## config.mk

```make
export PLATFORM = sky130hd
export DESIGN_NAME = intdiv_sgn_seq
export DESIGN_NICKNAME = d
export VERILOG_FILES = /design/src/rtl/intdiv_sgn_seq.sv
export SDC_FILE = /design/constraint.sdc
export NUM_CORES = 1
export LEC_CHECK = 0
export ABC_AREA = 1
export CELL_PAD_IN_SITES_DETAIL_PLACEMENT = 1
export CELL_PAD_IN_SITES_GLOBAL_PLACEMENT = 1
export CORE_MARGIN = 5
export CORE_UTILIZATION = 35
export CTS_BUF_LIST = sky130_fd_sc_hd__clkbuf_4 sky130_fd_sc_hd__clkbuf_8
export CTS_CLUSTER_DIAMETER = 40
export DETAILED_ROUTE_END_ITERATION = 10
export GPL_TIMING_DRIVEN = 0
export PLACE_DENSITY = 0.8
export REMOVE_ABC_BUFFERS = 1
export SETUP_SLACK_MARGIN = 0.2
export SYNTH_ARGS = -nofsm -noshare
export SYNTH_HDL_FRONTEND = slang
export SYNTH_SLANG_ARGS = --single-unit
export TNS_END_PERCENT = 20
```

## constraint.sdc

```tcl
create_clock -name clk -period 2.1 [get_ports clk]
set_clock_uncertainty 0.1 [all_clocks]
set_input_delay 0.42 -clock clk [delete_from_list [all_inputs] [get_ports clk]]
set_output_delay 0.42 -clock clk [all_outputs]
set_load 0.05 [all_outputs]
```

## src/rtl/intdiv_sgn_seq.sv

```systemverilog
// Sequential sign detector for SD2 redundant words (partial remainders,
// quotients). The operand is captured once and then scanned MSD-first,
// DPC digits per cycle. This avoids a long combinational sign ripple
// chain across all NDIG digits.
module intdiv_sgn_seq #(
  parameter  int NDIG       = 8,
  parameter  int DPC        = 2,
  parameter  int EARLY_EXIT = 1,
  localparam int G          = (NDIG + DPC - 1) / DPC,
  localparam int CW         = $clog2(G + 1)
) (
  input  logic            clk,
  input  logic            rst,
  input  logic            in_valid,
  output logic            in_ready,
  input  logic [2*NDIG-1:0] in_digits,
  output logic            out_valid,
  input  logic            out_ready,
  output logic            out_neg,
  output logic            out_zero,
  output logic [CW-1:0]   out_ncyc
);

  localparam logic [1:0] IDLE = 2'd0;
  localparam logic [1:0] SCAN = 2'd1;
  localparam logic [1:0] DONE = 2'd2;

  // The word is padded at the LSB end to a whole number of groups.
  // Padding digits are 00, so they read as zero.
  localparam int SHW  = 2 * G * DPC;
  localparam int PADW = SHW - 2 * NDIG;
  localparam logic [CW-1:0] K_LAST = CW'(G - 1);

  logic [1:0]     state;
  logic [CW-1:0]  k;
  logic           found;
  logic           neg_r;
  logic [SHW-1:0] sh_p0;
  logic [1:0]     gs;
  logic           accept;

  // Returns {nonzero, negative} for one group.
  // The sign comes from the highest nonzero digit.
  function automatic logic [1:0] grp_sign(input logic [2*DPC-1:0] g);
    logic [1:0] r;
    r = 2'b00;
    for (int i = DPC - 1; i >= 0; i--) begin
      if (!r[1] && g[2*i +: 2] != 2'b00) r = {1'b1, g[2*i +: 2] == 2'b11};
    end
    return r;
  endfunction

  assign in_ready  = (state == IDLE) && !rst;
  assign out_valid = (state == DONE);
  assign accept    = in_valid && in_ready;
  assign gs        = grp_sign(sh_p0[SHW-1 -: 2*DPC]);

  // Operand shift register: load on accept, move one group up per SCAN cycle.
  always_ff @(posedge clk) begin
    if (accept) sh_p0 <= SHW'(in_digits) << PADW;
    else if (state == SCAN) sh_p0 <= sh_p0 << (2 * DPC);
  end

  // Control FSM with the result registers.
  always_ff @(posedge clk) begin
    if (rst) begin
      state    <= IDLE;
      k        <= '0;
      found    <= 1'b0;
      neg_r    <= 1'b0;
      out_neg  <= 1'b0;
      out_zero <= 1'b0;
      out_ncyc <= '0;
    end else begin
      case (state)
        IDLE: begin
          if (accept) begin
            state <= SCAN;
            k     <= '0;
            found <= 1'b0;
          end
        end
        SCAN: begin
          // The first nonzero group decides the sign. Later groups cannot change it.
          if (gs[1] && !found) begin
            found <= 1'b1;
            neg_r <= gs[0];
          end
          if ((gs[1] && EARLY_EXIT != 0) || k == K_LAST) begin
            state    <= DONE;
            out_ncyc <= k + CW'(1);
            out_neg  <= found ? neg_r : (gs[1] & gs[0]);
            out_zero <= ~(found | gs[1]);
          end else begin
            k <= k + CW'(1);
          end
        end
        DONE: begin
          if (out_ready) state <= IDLE;
        end
        default: state <= IDLE;
      endcase
    end
  end

endmodule
```

==> summary.md, run 1 <==
| Metric | Value |
|---|---|
| Setup crit end kind | `primary output` |
| Post-synthesis sequential area ratio | `56.5%` |
| Via count of the first global-routing pass | `1238` |
| Synthesized instance count | `152` |
| Post-CTS Setup Bufs | `0` |
| Ys Warns | `0` |
| Slowest Stage Delay on Critical Path | `around 0.80 ns` |
| Site row count | `22` |
| DR vias | `around 1100` |
| Crit-path leading delay family | `buffers and inverters` |
| Design area | `between 1500 and 2000 sq um` |
| Placed Cells | `roughly 220` |
| Clock H-tree levels | `1` |
| Synthesis-stage register bit count | `28` |
| Synth cell types | `19` |
| Rel. slew slack | `between 60 and 70%` |
| PD cells | `~750 nW/um^2` |
| Min-Delay Startpoint | `out_zero` |
| Tcrit/Tclk final | `92.4%` |
| Worst path buffer plus inverter count | `1` |
| Vias per std cell | `about 4.7` |
| Most common cell after layout, fill and taps aside | `nand2_1` |
| Hold path depth | `2` |
| TritonCTS clock tree | `yes` |
| Pre-antenna DRT Iters | `3` |
| DP Wirelength | `approximately 2.2 mm` |
| Area of the core | `3610 sq um` |
| Initial antenna violation count | `0` |
| Status | `completed` |
| Dpl cell area | `~1600 sq um` |
| Clock Tree Root | `clkbuf_8` |
| # diodes | `0` |
| Clock Path Buffers | `2` |
| Leak Pwr | `between 0.0007 and 0.0008 uW` |
| Initial Utilization | `a little over a third` |
| WP data arrival | `around 1.4 ns` |
| Synth area leader | `edfxtp_1` |
| Final wirelength | `3.14 mm` |
| Synth Cell Area | `approximately 1300 sq um` |
| First-pass GRT wire length | `roughly 5.4 mm` |
| Synthesis-to-finish area growth | `29.5%` |
| Crit-path slowest cell | `clkdlybuf4s50_1` |
| Measured slew at the worst slew-check pin | `~0.5 ns` |
| Io pins | `27` |
| VDD IR max | `between 0.3 and 0.4 mV` |
| Final setup viols | `0` |
| Reg2reg start | `state[1]` |
| # clock sinks | `28` |
| Largest net degree at the start of global routing | `20` |
| Die X | `70.4 microns` |
| Area contributors post-synth | `edfxtp_1, dfxtp_1, nand2_1` |
| Required time of the critical path | `between 1.5 and 2 ns` |
| Hold endpoint | `out_zero` |
| Fin. max-slew vios | `0` |
| RSZ-0062 raised after global routing | `yes` |
| Total CTS buffers | `3` |
| DRT antenna net count | `0` |
| Cell breakdown of the critical path | `clkdlybuf4s50_1` |
| Worst-path fanout max | `2` |
| Yosys top cell area share | `around 38%` |
| Layout Nets | `roughly 200` |
| R2R cell count | `6` |
| Clk pin slew, worst setup/hold paths | `roughly 0.09 ns` |
| Hold crit path type | `flip-flop to flip-flop` |
| Total grt overflow | `0` |
| Startpoint types | `flip-flop` |
| PortBufs | `26` |
| Final hold vios | `0` |
| Fmax | `515 MHz` |
| Crit path time final | `1.94 ns` |
| Post-Layout Cell Count | `approximately 230` |
| Most frequent cells in the layout | `nand2_1, nor2_1, clkdlybuf4s50_1, edfxtp_1, inv_1` |
| Die Height | `70.4 microns` |
| Die ar. | `around 4900 sq um` |
| Max-Cap Viols | `0` |
| Tot GR Track Use | `13.6%` |
| Crit Reg-Reg Endpoint | `k[2]` |
| Worst R2R Setup Slack | `slightly below 0.4 ns` |
| Drt first-iter violations | `40` |
| Avg Cell Area, Syn | `between 8 and 9 sq um` |
| Average routed wire per standard cell | `around 14 microns` |
| Worst skew pair latency | `~0.28 ns` |
| Routability congestion estimate from global placement | `about 0.75` |
| Layout cells sized above 1 | `approximately 10%` |
| Crit Path Category | `flip-flop to primary output` |
| DRC Markers | `0` |
## sequential cells by signal, summed over array words and instances (netlist names)
name and count:
sh_p0 16, out_ncyc 3, out_zero 1, k 3, neg_r 1, state 2
found 1, out_neg 1
## per-layer routing
layer  share of wire, %  wire length [microns]  track usage, %
met1                 41                   1280            14.2
met2                 55                   1720            26.1
met3                2.8                     89            2.45
met5                  0                      0               0
met4                1.5                     48            5.96
## area by class of cell
class / instances / area [sq um]
Clock buffer: 4 / 48.8
Inverter: 16 / 63.8
Sequential cell: 28 / 721
Timing Repair inverter: 1 / 7.51
Multi-Input combinational cell: 106 / 494
Fill cell: 452 / 1950
Timing Repair Buffer: 26 / 256
Tap cell: 48 / 60.1
## tightest hold or removal path, stage by stage, from the launching register on
cell,delay [ns]
dfxtp_1,0.32
nand2_1,0.06
a21oi_1,0.06
## power by group
group,switching (uW),total [uW],internal (uW),leakage (uW)
combinational,154,243,89.5,0.000456
clock,176,325,150,0.0000262
sequential,25.1,666,641,0.000253
total,354,1230,880,0.000735
## how the worst max path moves through the flow
stage	slack, ns	from	cells past startpoint	to
finish	0.16	out_zero	1	out_zero
global route	0.13	out_neg	1	out_neg
CTS	0.12	state[1]	3	out_valid
detailed placement	-0.76	rst	7	k[1]
global placement	-0.67	rst	4	sh_p0[0]
floorplan	0.12	rst	1	in_ready
## cell families (layout without fill, tap and decap cells)
kind of cell             Yosys count  count (layout)  share of synthesized area [%]
adder cells (fa/ha/maj)            2               2                           1.96
buffers and inverters             19              47                           7.75
flip-flops                        28              28                           56.5
AND/OR/NAND/NOR                   94              95                           30.2
AO/OA/AOI/OAI                      9               9                           3.53
## what timing repair did
| action | in CTS | in global routing |
|---|---|---|
| hold buffers | 0 | 0 |
| setup endpoints to repair | 38 | 21 |
| pin swaps | 1 | 0 |
| gates cloned | 2 | 0 |
| resized for setup | 15 | 6 |
## metrics by stage
stage                     worst slack, ns  util, %  hold WS, ns  setup TNS [ns]  total power [uW]
after CTS                           0.118     45.6        0.386               0              1240
after global routing                0.135     45.8        0.394               0              1290
after floorplan                     0.115        -        0.351               0               812
after global placement             -0.674     43.2        0.351          -16.18               891
final                               0.160     45.8        0.382               0              1230
after detailed placement           -0.761     43.2        0.373          -17.62               909
## cells in the mapped netlist (all sizes together)
cell    instances
buf             3
nand4           2
nand2          62
nor2           24
a21oi           5
dfxtp          12
o21ai           4
edfxtp         16
ha              2
nand3           5
inv            16
nor3            1
Note: power is estimated with default switching activity, not from simulation.
==> inputs of run 2 (changes only) <==
--- a/config.mk
+++ b/config.mk
@@ -8,7 +8,7 @@
 export ABC_AREA = 1
 export CELL_PAD_IN_SITES_DETAIL_PLACEMENT = 1
 export CELL_PAD_IN_SITES_GLOBAL_PLACEMENT = 1
-export CORE_MARGIN = 5
+export CORE_MARGIN = 10
 export CORE_UTILIZATION = 35
 export CTS_BUF_LIST = sky130_fd_sc_hd__clkbuf_4 sky130_fd_sc_hd__clkbuf_8
 export CTS_CLUSTER_DIAMETER = 40
==> summary.md, run 2 (same netlist as run 1, synthesis figures left out) <==
| Metric | Value |
|---|---|
| Status | `completed` |
| WP data arrival | `between 1 and 1.5 ns` |
| Die ar. | `6460 sq um` |
| Crit path time final | `about 2 ns` |
| Max-Cap Viols | `0` |
| DRC Markers | `0` |
| Most frequent cells in the layout | `nand2_1, nor2_1, clkdlybuf4s50_1, edfxtp_1, inv_1` |
| PD cells | `701 nW/um^2` |
| Tot GR Track Use | `under 10%` |
| Required time of the critical path | `approximately 1.6 ns` |
| Max reg flops | `16` |
| R2R cell count | `6` |
| # diodes | `0` |
| Clk pin slew, worst setup/hold paths | `~0.15 ns` |
| Average routed wire per standard cell | `13.4 microns` |
| Die Height | `80.4 microns` |
| Site row count | `21` |
| First-pass GRT wire length | `~4.9 mm` |
| Worst slack at placement | `-0.710 ns` |
| Clock Path Buffers | `2` |
| CP startpoint | `rst` |
| Fmax | `506 MHz` |
| Hold crit path type | `flip-flop to flip-flop` |
| Largest reg by FF count | `sh_p0` |
| Setup crit end kind | `primary output` |
| Largest regs | `sh_p0 x16, k x3, out_ncyc x3` |
| Worst-path fanout max | `6` |
| RSZ-0062 raised after global routing | `yes` |
| Tcrit/Tclk final | `94.1%` |
| Min-Delay Startpoint | `out_zero` |
| # hold bufs at CTS | `0` |
| Vias per std cell | `approximately 4.7` |
| DP Wirelength | `around 2.2 mm` |
| Setup TNS | `0 ns` |
| # clock sinks | `28` |
| Final setup viols | `0` |
| Drt first-iter violations | `just over 50` |
| Measured slew at the worst slew-check pin | `0.511 ns` |
| Crit Path Category | `input port to primary output` |
| Layout cells sized above 1 | `slightly below 9%` |
| DRT antenna net count | `0` |
| DR vias | `between 1000 and 1500` |
| Routability congestion estimate from global placement | `between 0.7 and 0.8` |
| Synthesis-to-finish area growth | `27.0%` |
| TritonCTS clock tree | `yes` |
| Io pins | `27` |
| Total CTS buffers | `3` |
| Crit Reg-Reg Endpoint | `k[0]` |
| Reg2reg start | `state[1]` |
| Fin. max-slew vios | `0` |
| Via count of the first global-routing pass | `between 1000 and 1500` |
| Worst Slack Setup Final | `about 0.12 ns` |
| PortBufs | `26` |
| VDD IR max | `around 0.42 mV` |
| Most common cell after layout, fill and taps aside | `nand2_1` |
| Clock Tree Root | `clkbuf_4` |
| Layout Nets | `204` |
| Final wirelength | `3.05 mm` |
| Rel. slew slack | `between 60% and 70%` |
| Worst R2R Setup Slack | `between 0.4 and 0.5 ns` |
| Area of the core | `~3400 sq um` |
| Die X | `between 80 and 90 microns` |
| Initial Utilization | `37.3%` |
| Fillers | `around 430` |
| Worst skew pair latency | `0.34 ns` |
| Largest net degree at the start of global routing | `23` |
| Final hold vios | `0` |
| Leak Pwr | `~0.00076 uW` |
| Initial antenna violation count | `0` |
| CP endpoint | `in_ready` |
| Clock H-tree levels | `1` |
| Total grt overflow | `0` |
| Startpoint types | `input port` |
| Pre-antenna DRT Iters | `4` |
-- run 2: cell types whose count changed in the layout (fill, tap and decap cells not counted), moves of 2 or more --
| cell | change |
|---|---|
| dlymetal6s2s_1 | +2 |
| clkbuf_8 | -3 |
| clkbuf_4 | +2 |
| clkdlybuf4s50_1 | -2 |
-- run 2: how the worst min path moves through the flow --
stage,endpoint,cells after the start
6_report,out_zero,2
5_1_grt,out_zero,2
4_1_cts,out_zero,2
2_1_floorplan,neg_r,2
3_5_place_dp,out_zero,2
3_3_place_gp,out_zero,2
-- run 2: repair_timing --
item / in CTS / in global routing
pin swaps: 0 / 1
cloned: 0 / 2
setup buffers: 0 / 0
gates resized for setup: 14 / 4
endpoints found under the setup margin: 38 / 37
-- run 2: layer usage --
layer	track usage, %	vias to the layer above	wire (microns)
met5	0	-	0
met1	9.03	516	1200
met4	4.23	0	59
met3	2.23	5	82
li1	-	538	-
met2	18.3	11	1710
-- run 2: power breakdown --
| group | switching [uW] | leakage [uW] | internal [uW] |
|---|---|---|---|
| clock | 168 | 0.0000154 | 70.2 |
| combinational | 148 | 0.000494 | 86.5 |
| sequential | 22.9 | 0.000253 | 641 |
-- run 2: cell type report --
| type | instances | area (sq um) | area share (%) |
|---|---|---|---|
| Timing Repair inverter | 1 | 5.00 | 0.309 |
| Sequential cell | 28 | 721 | 44.5 |
| Multi-Input combinational cell | 106 | 480 | 29.7 |
| Tap cell | 46 | 57.6 | 3.55 |
| Clock buffer | 3 | 22.5 | 1.39 |
| Inverter | 16 | 63.8 | 3.94 |
| Timing Repair Buffer | 26 | 265 | 16.4 |
| Clock inverter | 1 | 3.75 | 0.232 |
-- run 2: through the flow --
step / cells / instance area (sq um) / hold slack [ns] / util (%) / total power (uW)
final: 227 / 1620 / 0.374 / 47.4 / 1140
after global routing: 227 / 1620 / 0.408 / 47.4 / 1200
after CTS: 225 / 1590 / 0.380 / 46.7 / 1140
after detailed placement: 221 / 1550 / 0.362 / 45.5 / 907
after global placement: 221 / 1550 / 0.353 / 45.5 / 891
after floorplan: 149 / 1240 / 0.351 / - / 812
-- run 2: worst max-delay path: stages --
cell and delay [ns]:
clkdlybuf4s50_1 0.52, nor3_1 0.21, buf_2 0.30
==> inputs of run 3 (changes only) <==
--- a/config.mk
+++ b/config.mk
@@ -7,14 +7,14 @@
 export LEC_CHECK = 0
 export ABC_AREA = 1
 export CELL_PAD_IN_SITES_DETAIL_PLACEMENT = 1
-export CELL_PAD_IN_SITES_GLOBAL_PLACEMENT = 1
+export CELL_PAD_IN_SITES_GLOBAL_PLACEMENT = 2
 export CORE_MARGIN = 10
-export CORE_UTILIZATION = 35
+export CORE_UTILIZATION = 30
 export CTS_BUF_LIST = sky130_fd_sc_hd__clkbuf_4 sky130_fd_sc_hd__clkbuf_8
 export CTS_CLUSTER_DIAMETER = 40
 export DETAILED_ROUTE_END_ITERATION = 10
 export GPL_TIMING_DRIVEN = 0
-export PLACE_DENSITY = 0.8
+export PLACE_DENSITY = 0.85
 export REMOVE_ABC_BUFFERS = 1
 export SETUP_SLACK_MARGIN = 0.2
 export SYNTH_ARGS = -nofsm -noshare
==> summary.md, run 3 (same netlist as run 1, synthesis figures left out) <==
| Metric | Value |
|---|---|
| Worst Slack Setup Final | `about 0.17 ns` |
| Min-Delay Startpoint | `out_zero` |
| Reg area | `721 sq um` |
| WP data arrival | `~1.4 ns` |
| Vias per std cell | `4.55` |
| DRC Markers | `0` |
| Setup crit end kind | `primary output` |
| Leak Pwr | `around 0.00077 uW` |
| Flop pwr share | `between 50% and 60%` |
| Clock Path Buffers | `2` |
| Worst slack at placement | `-0.839 ns` |
| Layout cells sized above 1 | `9.39%` |
| Net Sw Frac | `between 20 and 30%` |
| Sw Pwr | `around 350 uW` |
| Pre-antenna DRT Iters | `4` |
| Site row count | `23` |
| Hold endpoint | `out_zero` |
| Power Total | `between 1000 and 1500 uW` |
| Via count of the first global-routing pass | `between 1000 and 1500` |
| Final Util | `40.9%` |
| Die ar. | `approximately 7300 sq um` |
| Max-Cap Viols | `0` |
| VDD IR max | `approximately 0.24 mV` |
| Worst path buffer plus inverter count | `1` |
| Max reg flops | `16` |
| Startpoint types | `flip-flop` |
| Slowest Stage Delay on Critical Path | `around 0.8 ns` |
| Drt first-iter violations | `between 50 and 60` |
| First-pass GRT wire length | `around 5.4 mm` |
| # diodes | `0` |
| Tot GR Track Use | `under 10%` |
| Total CTS buffers | `3` |
| Required time of the critical path | `between 1.5 and 2 ns` |
| Measured slew at the worst slew-check pin | `approximately 0.52 ns` |
| R2R cell count | `6` |
| Clock H-tree levels | `1` |
| Final hold vios | `0` |
| Clock group share of total power | `26.5%` |
| Die Height | `85.2 microns` |
| Most common cell after layout, fill and taps aside | `nand2_1` |
| DRT antenna net count | `0` |
| P_int | `between 800 and 900 uW` |
| Largest regs | `sh_p0 x16, k x3, out_ncyc x3` |
| RSZ-0062 raised after global routing | `yes` |
| # hold bufs at CTS | `0` |
| Area of the core | `4060 sq um` |
| Io pins | `27` |
| Layout Nets | `around 200` |
| Average routed wire per standard cell | `about 14 microns` |
| Hold slack | `0.375 ns` |
| Final wirelength | `about 3.3 mm` |
| Dpl cell area | `between 1500 and 2000 sq um` |
| Hold path depth | `2` |
| TritonCTS clock tree | `yes` |
| Initial antenna violation count | `0` |
| Die X | `about 85 microns` |
| Clock Tree Root | `clkbuf_8` |
| PortBufs | `26` |
| Initial Utilization | `between 30% and 40%` |
| Fin. max-slew vios | `0` |
| Fmax | `between 500 and 600 MHz` |
| Total grt overflow | `0` |
| Largest reg by FF count | `sh_p0` |
| Worst R2R Setup Slack | `0.43 ns` |
| Reg2reg start | `state[1]` |
| DR vias | `around 1100` |
| Multi-input logic area | `between 400 and 500 sq um` |
| Crit Path Category | `flip-flop to primary output` |
| Rel. slew slack | `roughly 65%` |
| Final setup viols | `0` |
| Combinational share of power | `19.6%` |
| Crit path time final | `~1.9 ns` |
| DP Wirelength | `2.41 mm` |
| Cell breakdown of the critical path | `clkdlybuf4s50_1` |
| Fillers | `486` |
| Status | `completed` |
| Routability congestion estimate from global placement | `0.778` |
| Crit-path leading delay family | `buffers and inverters` |
| Hold crit path type | `flip-flop to flip-flop` |
| Worst skew pair latency | `around 0.28 ns` |
| Worst-path fanout max | `2` |
| Tcrit/Tclk final | `between 90 and 100%` |
| Synthesis-to-finish area growth | `30.1%` |
| Largest net degree at the start of global routing | `20` |
| PD cells | `about 740 nW/um^2` |
| Design area | `between 1500 and 2000 sq um` |
| Post-CTS Setup Bufs | `0` |
| Crit-path slowest cell | `clkdlybuf4s50_1` |
| Most frequent cells in the layout | `nand2_1, nor2_1, clkdlybuf4s50_1, edfxtp_1, inv_1` |
| # clock sinks | `28` |
| Clk pin slew, worst setup/hold paths | `0.09 ns` |
| Crit Reg-Reg Endpoint | `k[1]` |
==> run 3: metrics by stage <==
stage               setup TNS [ns]  instances
floorplan                        0        149
global placement            -15.89        225
detailed placement          -18.98        225
CTS                              0        231
global route                     0        231
finish                           0        231
==> run 3: cell type report <==
class,instances,area share [%]
clock buffer,4,2.94
timing repair buffer,26,16.1
timing repair inverter,1,0.452
tap,50,3.77
inverter,16,3.85
sequential,28,43.4
multi-input combinational,106,29.5
==> run 3: power groups by stage <==
stage	clock network, uW	logic, uW	registers, uW
3_3_place_gp	0	219	674
6_report	327	242	664
2_1_floorplan	0	117	695
5_1_grt	359	270	670
3_5_place_dp	0	232	678
4_1_cts	335	247	665
==> run 3: timing repair <==
item                                    CTS  global route
hold endpoints to repair                  0             0
gates cloned                              2             0
resized for setup                        15             4
pin swaps                                 1             0
endpoints found under the setup margin   38            22
==> run 3: how the worst max path moves through the flow <==
stage                     start          end  cells past startpoint
floorplan                   rst     in_ready                      1
global placement            rst     sh_p0[0]                      4
detailed placement          rst         k[1]                      7
CTS                 out_ncyc[0]  out_ncyc[0]                      1
global route            out_neg      out_neg                      1
finish                  out_neg      out_neg                      1
==> run 3: per-layer routing <==
layer	vias to the layer above	GRT usage [%]	wire, microns
met5	-	0	0
met4	0	3.59	51
met3	4	2.20	89
met2	11	18.4	1880
met1	500	9.32	1320
li1	537	-	-
